## config.mk

```make
export PLATFORM = sky130hd
export DESIGN_NAME = da_dct_odd_accumulator
export DESIGN_NICKNAME = d
export VERILOG_FILES = /design/src/rtl/da_dct_odd_accumulator.sv
export SDC_FILE = /design/constraint.sdc
export NUM_CORES = 1
export LEC_CHECK = 0
export CAP_MARGIN = 20
export CORE_ASPECT_RATIO = 1.5
export CORE_MARGIN = 5
export CORE_UTILIZATION = 52
export CTS_CLUSTER_SIZE = 25
export DETAILED_ROUTE_END_ITERATION = 8
export PLACE_DENSITY = 0.78
export SLEW_MARGIN = 15
export SYNTH_ARGS = -nofsm -noshare
export SYNTH_HDL_FRONTEND = slang
export SYNTH_SLANG_ARGS = --single-unit
```

## constraint.sdc

```tcl
create_clock -name clk -period 5.9 [get_ports clk]
set_input_delay 1.77 -clock clk [delete_from_list [all_inputs] [get_ports clk]]
set_output_delay 1.77 -clock clk [all_outputs]
set_load 0.02 [all_outputs]
```

## src/rtl/da_dct_odd_accumulator.sv

```systemverilog
// Bit-serial distributed-arithmetic accumulator for one odd DCT row: walks the
// bit-planes of x0..x3 LSB first, addresses the coefficient ROM and shift-accumulates.
module da_dct_odd_accumulator #(
    parameter int                       DATA_W  = 16,
    parameter int                       ROM_W   = 17,
    parameter int                       ACC_W   = 36,
    parameter int                       ROM_LAT = 0,
    parameter logic signed [ACC_W-1:0]  OFFSET  = '0
) (
    input  logic              clk,
    input  logic              rst_n,
    input  logic              in_valid,
    output logic              in_ready,
    input  logic [DATA_W-1:0] x0,
    input  logic [DATA_W-1:0] x1,
    input  logic [DATA_W-1:0] x2,
    input  logic [DATA_W-1:0] x3,
    output logic              rom_cs,
    output logic [2:0]        rom_addr,
    input  logic [ROM_W-1:0]  rom_data,
    output logic              out_valid,
    input  logic              out_ready,
    output logic [ACC_W-1:0]  y,
    output logic              busy
);

    localparam int             BW       = (DATA_W > 1) ? $clog2(DATA_W) : 1;
    localparam logic [BW-1:0]  LAST_BIT = BW'(DATA_W - 1);

    typedef enum logic [1:0] {
        IDLE  = 2'd0,
        RUN   = 2'd1,
        DRAIN = 2'd2,
        DONE  = 2'd3
    } state_t;

    state_t                   state_q, state_d;
    logic                     ready_q;
    logic [DATA_W-1:0]        sr0_q, sr1_q, sr2_q, sr3_q;
    logic [BW-1:0]            bit_q;
    logic signed [ACC_W-1:0]  acc_q;
    logic signed [ACC_W-1:0]  y_q;

    logic                     accept;
    logic                     issue;
    logic                     issue_inv;
    logic [2:0]               issue_addr;

    // Term stage: the plane whose ROM word is on rom_data this cycle.
    logic                     t_vld;
    logic                     t_inv;
    logic [BW-1:0]            t_bit;
    logic signed [ACC_W-1:0]  term_ext;
    logic signed [ACC_W-1:0]  term_sh;
    logic signed [ACC_W-1:0]  acc_nxt;
    logic                     last_term;

    assign in_ready  = (state_q == IDLE) && ready_q;
    assign accept    = in_valid && in_ready;
    assign busy      = (state_q != IDLE);
    assign out_valid = (state_q == DONE);
    assign y         = y_q;

    // Symmetry fold: a set x0 bit selects the complemented address and a negated term.
    assign issue      = (state_q == RUN);
    assign issue_inv  = sr0_q[0];
    assign issue_addr = {sr1_q[0], sr2_q[0], sr3_q[0]};
    assign rom_cs     = issue;
    assign rom_addr   = issue ? (issue_inv ? ~issue_addr : issue_addr) : 3'b000;

    generate
        if (ROM_LAT == 0) begin : g_comb_rom
            assign t_vld = issue;
            assign t_inv = issue_inv;
            assign t_bit = bit_q;
        end else begin : g_reg_rom
            logic          p_vld_q;
            logic          p_inv_q;
            logic [BW-1:0] p_bit_q;

            always_ff @(posedge clk or negedge rst_n) begin
                if (!rst_n) begin
                    p_vld_q <= 1'b0;
                    p_inv_q <= 1'b0;
                    p_bit_q <= '0;
                end else begin
                    p_vld_q <= issue;
                    p_inv_q <= issue_inv;
                    p_bit_q <= bit_q;
                end
            end

            assign t_vld = p_vld_q;
            assign t_inv = p_inv_q;
            assign t_bit = p_bit_q;
        end
    endgenerate

    // The sign plane carries weight -2^(DATA_W-1), so it is subtracted.
    assign term_ext  = ACC_W'($signed(rom_data));
    assign term_sh   = (t_inv ? -term_ext : term_ext) <<< t_bit;
    assign acc_nxt   = !t_vld ? acc_q
                     : (t_bit == LAST_BIT) ? acc_q - term_sh : acc_q + term_sh;
    assign last_term = t_vld && (t_bit == LAST_BIT);

    // NOTE: every output of a combinational block gets a default first so no latch is inferred.
    always_comb begin
        state_d = state_q;
        unique case (state_q)
            IDLE:  if (accept) state_d = RUN;
            RUN:   if (bit_q == LAST_BIT) state_d = (ROM_LAT == 0) ? DONE : DRAIN;
            DRAIN: state_d = DONE;
            DONE:  if (out_ready) state_d = IDLE;
            default: state_d = IDLE;
        endcase
    end

    // NOTE: state is updated with non-blocking assignments so all flops sample pre-edge values.
    always_ff @(posedge clk or negedge rst_n) begin
        if (!rst_n) begin
            state_q <= IDLE;
            ready_q <= 1'b0;
            sr0_q   <= '0;
            sr1_q   <= '0;
            sr2_q   <= '0;
            sr3_q   <= '0;
            bit_q   <= '0;
            acc_q   <= '0;
            y_q     <= '0;
        end else begin
            state_q <= state_d;
            ready_q <= 1'b1;
            if (accept) begin
                sr0_q <= x0;
                sr1_q <= x1;
                sr2_q <= x2;
                sr3_q <= x3;
                bit_q <= '0;
                acc_q <= '0;
            end else begin
                acc_q <= acc_nxt;
                if (issue) begin
                    sr0_q <= sr0_q >> 1;
                    sr1_q <= sr1_q >> 1;
                    sr2_q <= sr2_q >> 1;
                    sr3_q <= sr3_q >> 1;
                    bit_q <= bit_q + 1'b1;
                end
            end
            if (last_term) y_q <= acc_nxt + OFFSET;
        end
    end

endmodule

```

==> results.cfg <==
[status]
outcome = complete, but fails checks
violations = negative setup slack

[placement]
hpwl_mm = 24.9
numPortBuffers = 127
gp_congestion = 1.02
dpl_cell_area_um2 = 14500

[worst_setup_path]
worstPathArrival_ps = 7680
critPathRequiredTime_ps = 6250
cpPeakStageDelay_ps = 420
endpoint_kind = flop
path_max_fanout = 8
startpoint_type = primary input
cp_common_cell = buf_4
crit_type = primary input to flop
crit_path_top_delay_cell = xnor2_1

[floorplan]
row_count = 64
io_pins = 128
start_util_pct = 53.0
core-area_um2 = 20500
die_w_um = 128
dieArea_um2 = 24000
die-height_um = 187

[synthesis]
synth-seq-area-share_pct = 32.9
synthCells = 1228
ys_async_sr_fraction_pct = 100
ys.flop_type = dfrtp_1
syn_area_um2 = 10900
synth_seq_cells = 143
ys_types = 95
syn_avg_cell_area_um2 = 8.85
synth-edff-count = 0
ys_warn_count = 0
synth_fp_nets = 1357

[cells_and_area]
n_antenna_cell = 0
postLayoutCellArea_um2 = 16400
multi_input_area_um2 = 8090
n_fill_cell = 1260
drive_above_1_share_pct = 35.1
areaGrowthSynthToFinish_pct = 51.0
nNetsFinal = 1741
seqCellArea_um2 = 3580

[route]
postRouteAntennaNets = 0
num_vias = 11500
avgViaCountPerCell = 6.09
avgRoutedWirePerCell_um = 20.1
routed_wl_mm = 37.9
drc_errors = 0
dr.pass1.iters = 6
drt_iter0_markers = 909

[global_route]
overflow = 0
grt_pass1_vias = 11700
grtUsageTotal_pct = 29.1
grt_pass1_wl_mm = 56.2
antenna_found_initial = 0
grt_max_degree = 110

[clocking]
cts_buffers = 17
cts_buffer_depth = 2
clk_pin_slew_ps = 70
cts.sinks = 143
cts_tree = built
htree_levels = 4
holdBufCountCts = 0
cts_root_buffer = clkbuf_16
clk_latency_ps = 460

[timing]
rsz0062_at_grt = true
tightest_slew_ps = 913
setup_violations = 44
fmax_ghz = 0.136
skew_ps = 15.0
slew_viol_final = 0
final_hold_viol_count = 0
slew-limit-headroom_pct = 38.9
post-route-period-util_pct = 124
setup_slack_ps = -1430
min_period_ps = 7330

[job]
max_cap_violations = 0

[hold_path]
hp-class = flop to flop
repair_timing:
item / CTS / global route
gates cloned: 0 / 0
resized for setup: 140 / 95
pin swaps: 60 / 74
endpoints found under the setup margin: 51 / 48
setup buffers: 20 / 17
synthesized netlist by cell type (7+ instances only):
cell type / number / area (um2)
nor3_1: 26 / 130
mux2i_1: 96 / 961
o21ai_0: 125 / 626
or3_1: 11 / 68.8
o31ai_1: 12 / 90.1
xor2_1: 31 / 272
clkbuf_1: 60 / 225
inv_1: 26 / 97.6
a21oi_1: 42 / 210
mux4_2: 8 / 180
and3_1: 12 / 75.1
nand2_1: 136 / 510
a31oi_1: 7 / 43.8
and2_1: 11 / 68.8
ha_1: 43 / 538
a21o_1: 21 / 158
a211oi_1: 20 / 150
nor2b_1: 20 / 125
mux2_2: 28 / 315
o21a_1: 8 / 60.1
nor2_1: 99 / 372
o22ai_1: 7 / 43.8
xnor2_1: 41 / 359
buf_1: 10 / 37.5
nand2b_1: 25 / 156
nand3_1: 23 / 115
dfrtp_1: 143 / 3580
per-layer routing:
metal	GRT usage, %	share of wire [%]	up-vias
met5	0	0	-
met4	18.3	6.4	0
met3	6.37	5.6	188
met2	52.4	53	539
met1	29.9	35	5539
li1	-	-	5235
cell usage in the layout, fill, tap and decap left out, drive strengths merged, types with 23 or more instances in the layout:
| cell | Yosys | final |
|---|---|---|
| inv | 26 | 33 |
| nand2b | 25 | 25 |
| nor2 | 99 | 99 |
| buf | 15 | 318 |
| xor2 | 31 | 31 |
| clkdlybuf4s50 | 0 | 111 |
| xnor2 | 41 | 41 |
| dfrtp | 143 | 143 |
| mux2i | 96 | 96 |
| mux2 | 29 | 29 |
| nand2 | 136 | 136 |
| a21oi | 42 | 42 |
| nand3 | 23 | 23 |
| nor3 | 27 | 27 |
| ha | 43 | 43 |
| o21ai | 130 | 130 |
critical path: cells and delay by family:
kind,cells,cell delay (ps)
AOI/OAI and AO/OA,11,2090
buffers and inverters,8,1310
and+or+nand+nor,4,990
muxes,2,600
xor gates and xnor gates,2,590
adders and majority gates,1,320
logic make-up (layout without fill, tap and decap cells):
kind of cell	Yosys count	count (layout)	share of synthesized area (%)
AOI/OAI and AO/OA	322	322	19.7
xor gates and xnor gates	72	72	5.80
adders and majority gates	44	44	5.13
buffers and inverters	103	500	3.73
DFF	143	143	32.9
muxes	134	134	13.8
other	1	1	0.0345
and+or+nand+nor	409	409	19.0
path summary, 6_finish.rpt:
kind	start	to	slack [ps]	cells after the start
max	rom_data[0]	acc_q[35]$_DFF_PN0_	-1430	28
min	y[30]$_DFFE_PN0P_	y[30]$_DFFE_PN0P_	500	2
max reg2reg	sr0_q[0]$_DFFE_PN0P_	acc_q[35]$_DFF_PN0_	-290	25
min reg2reg	y[30]$_DFFE_PN0P_	y[30]$_DFFE_PN0P_	500	2
max in group asynchronous	rst_n	acc_q[26]$_DFF_PN0_	3640	2
min in group asynchronous	rst_n	y[2]$_DFFE_PN0P_	1220	1
area by class of cell:
| class | instances | area share [%] |
|---|---|---|
| well taps | 264 | 2.01 |
| multi-input cells | 982 | 49.3 |
| flip-flops and latches | 143 | 21.8 |
| inverters | 28 | 0.640 |
| clock buffers | 19 | 2.70 |
| repair buffers | 440 | 22.7 |
| clock inverters | 13 | 0.907 |
flip-flops by register name (all words and copies together) (netlist names):
name,cells
sr2_q,16
state_q,2
y,36
ready_q,1
acc_q,36
sr3_q,16
bit_q,4
sr1_q,16
sr0_q,16
metrics by stage:
step / hold WS (ps) / setup TNS [ps] / setup WS [ps] / std cells / util [%]
floorplan: 481 / -18340 / -1280 / 1228 / -
global placement: 464 / -58620 / -1880 / 1822 / 70.9
detailed placement: 486 / -64880 / -1990 / 1822 / 70.9
CTS: 505 / -20610 / -1110 / 1874 / 76.8
global route: 527 / -44300 / -1750 / 1889 / 80.1
finish: 501 / -32510 / -1430 / 1889 / 80.1
Power is left out: the tool's default activity adds up to more than one toggle a clock period on the data nets, which glitch-free logic cannot reach.
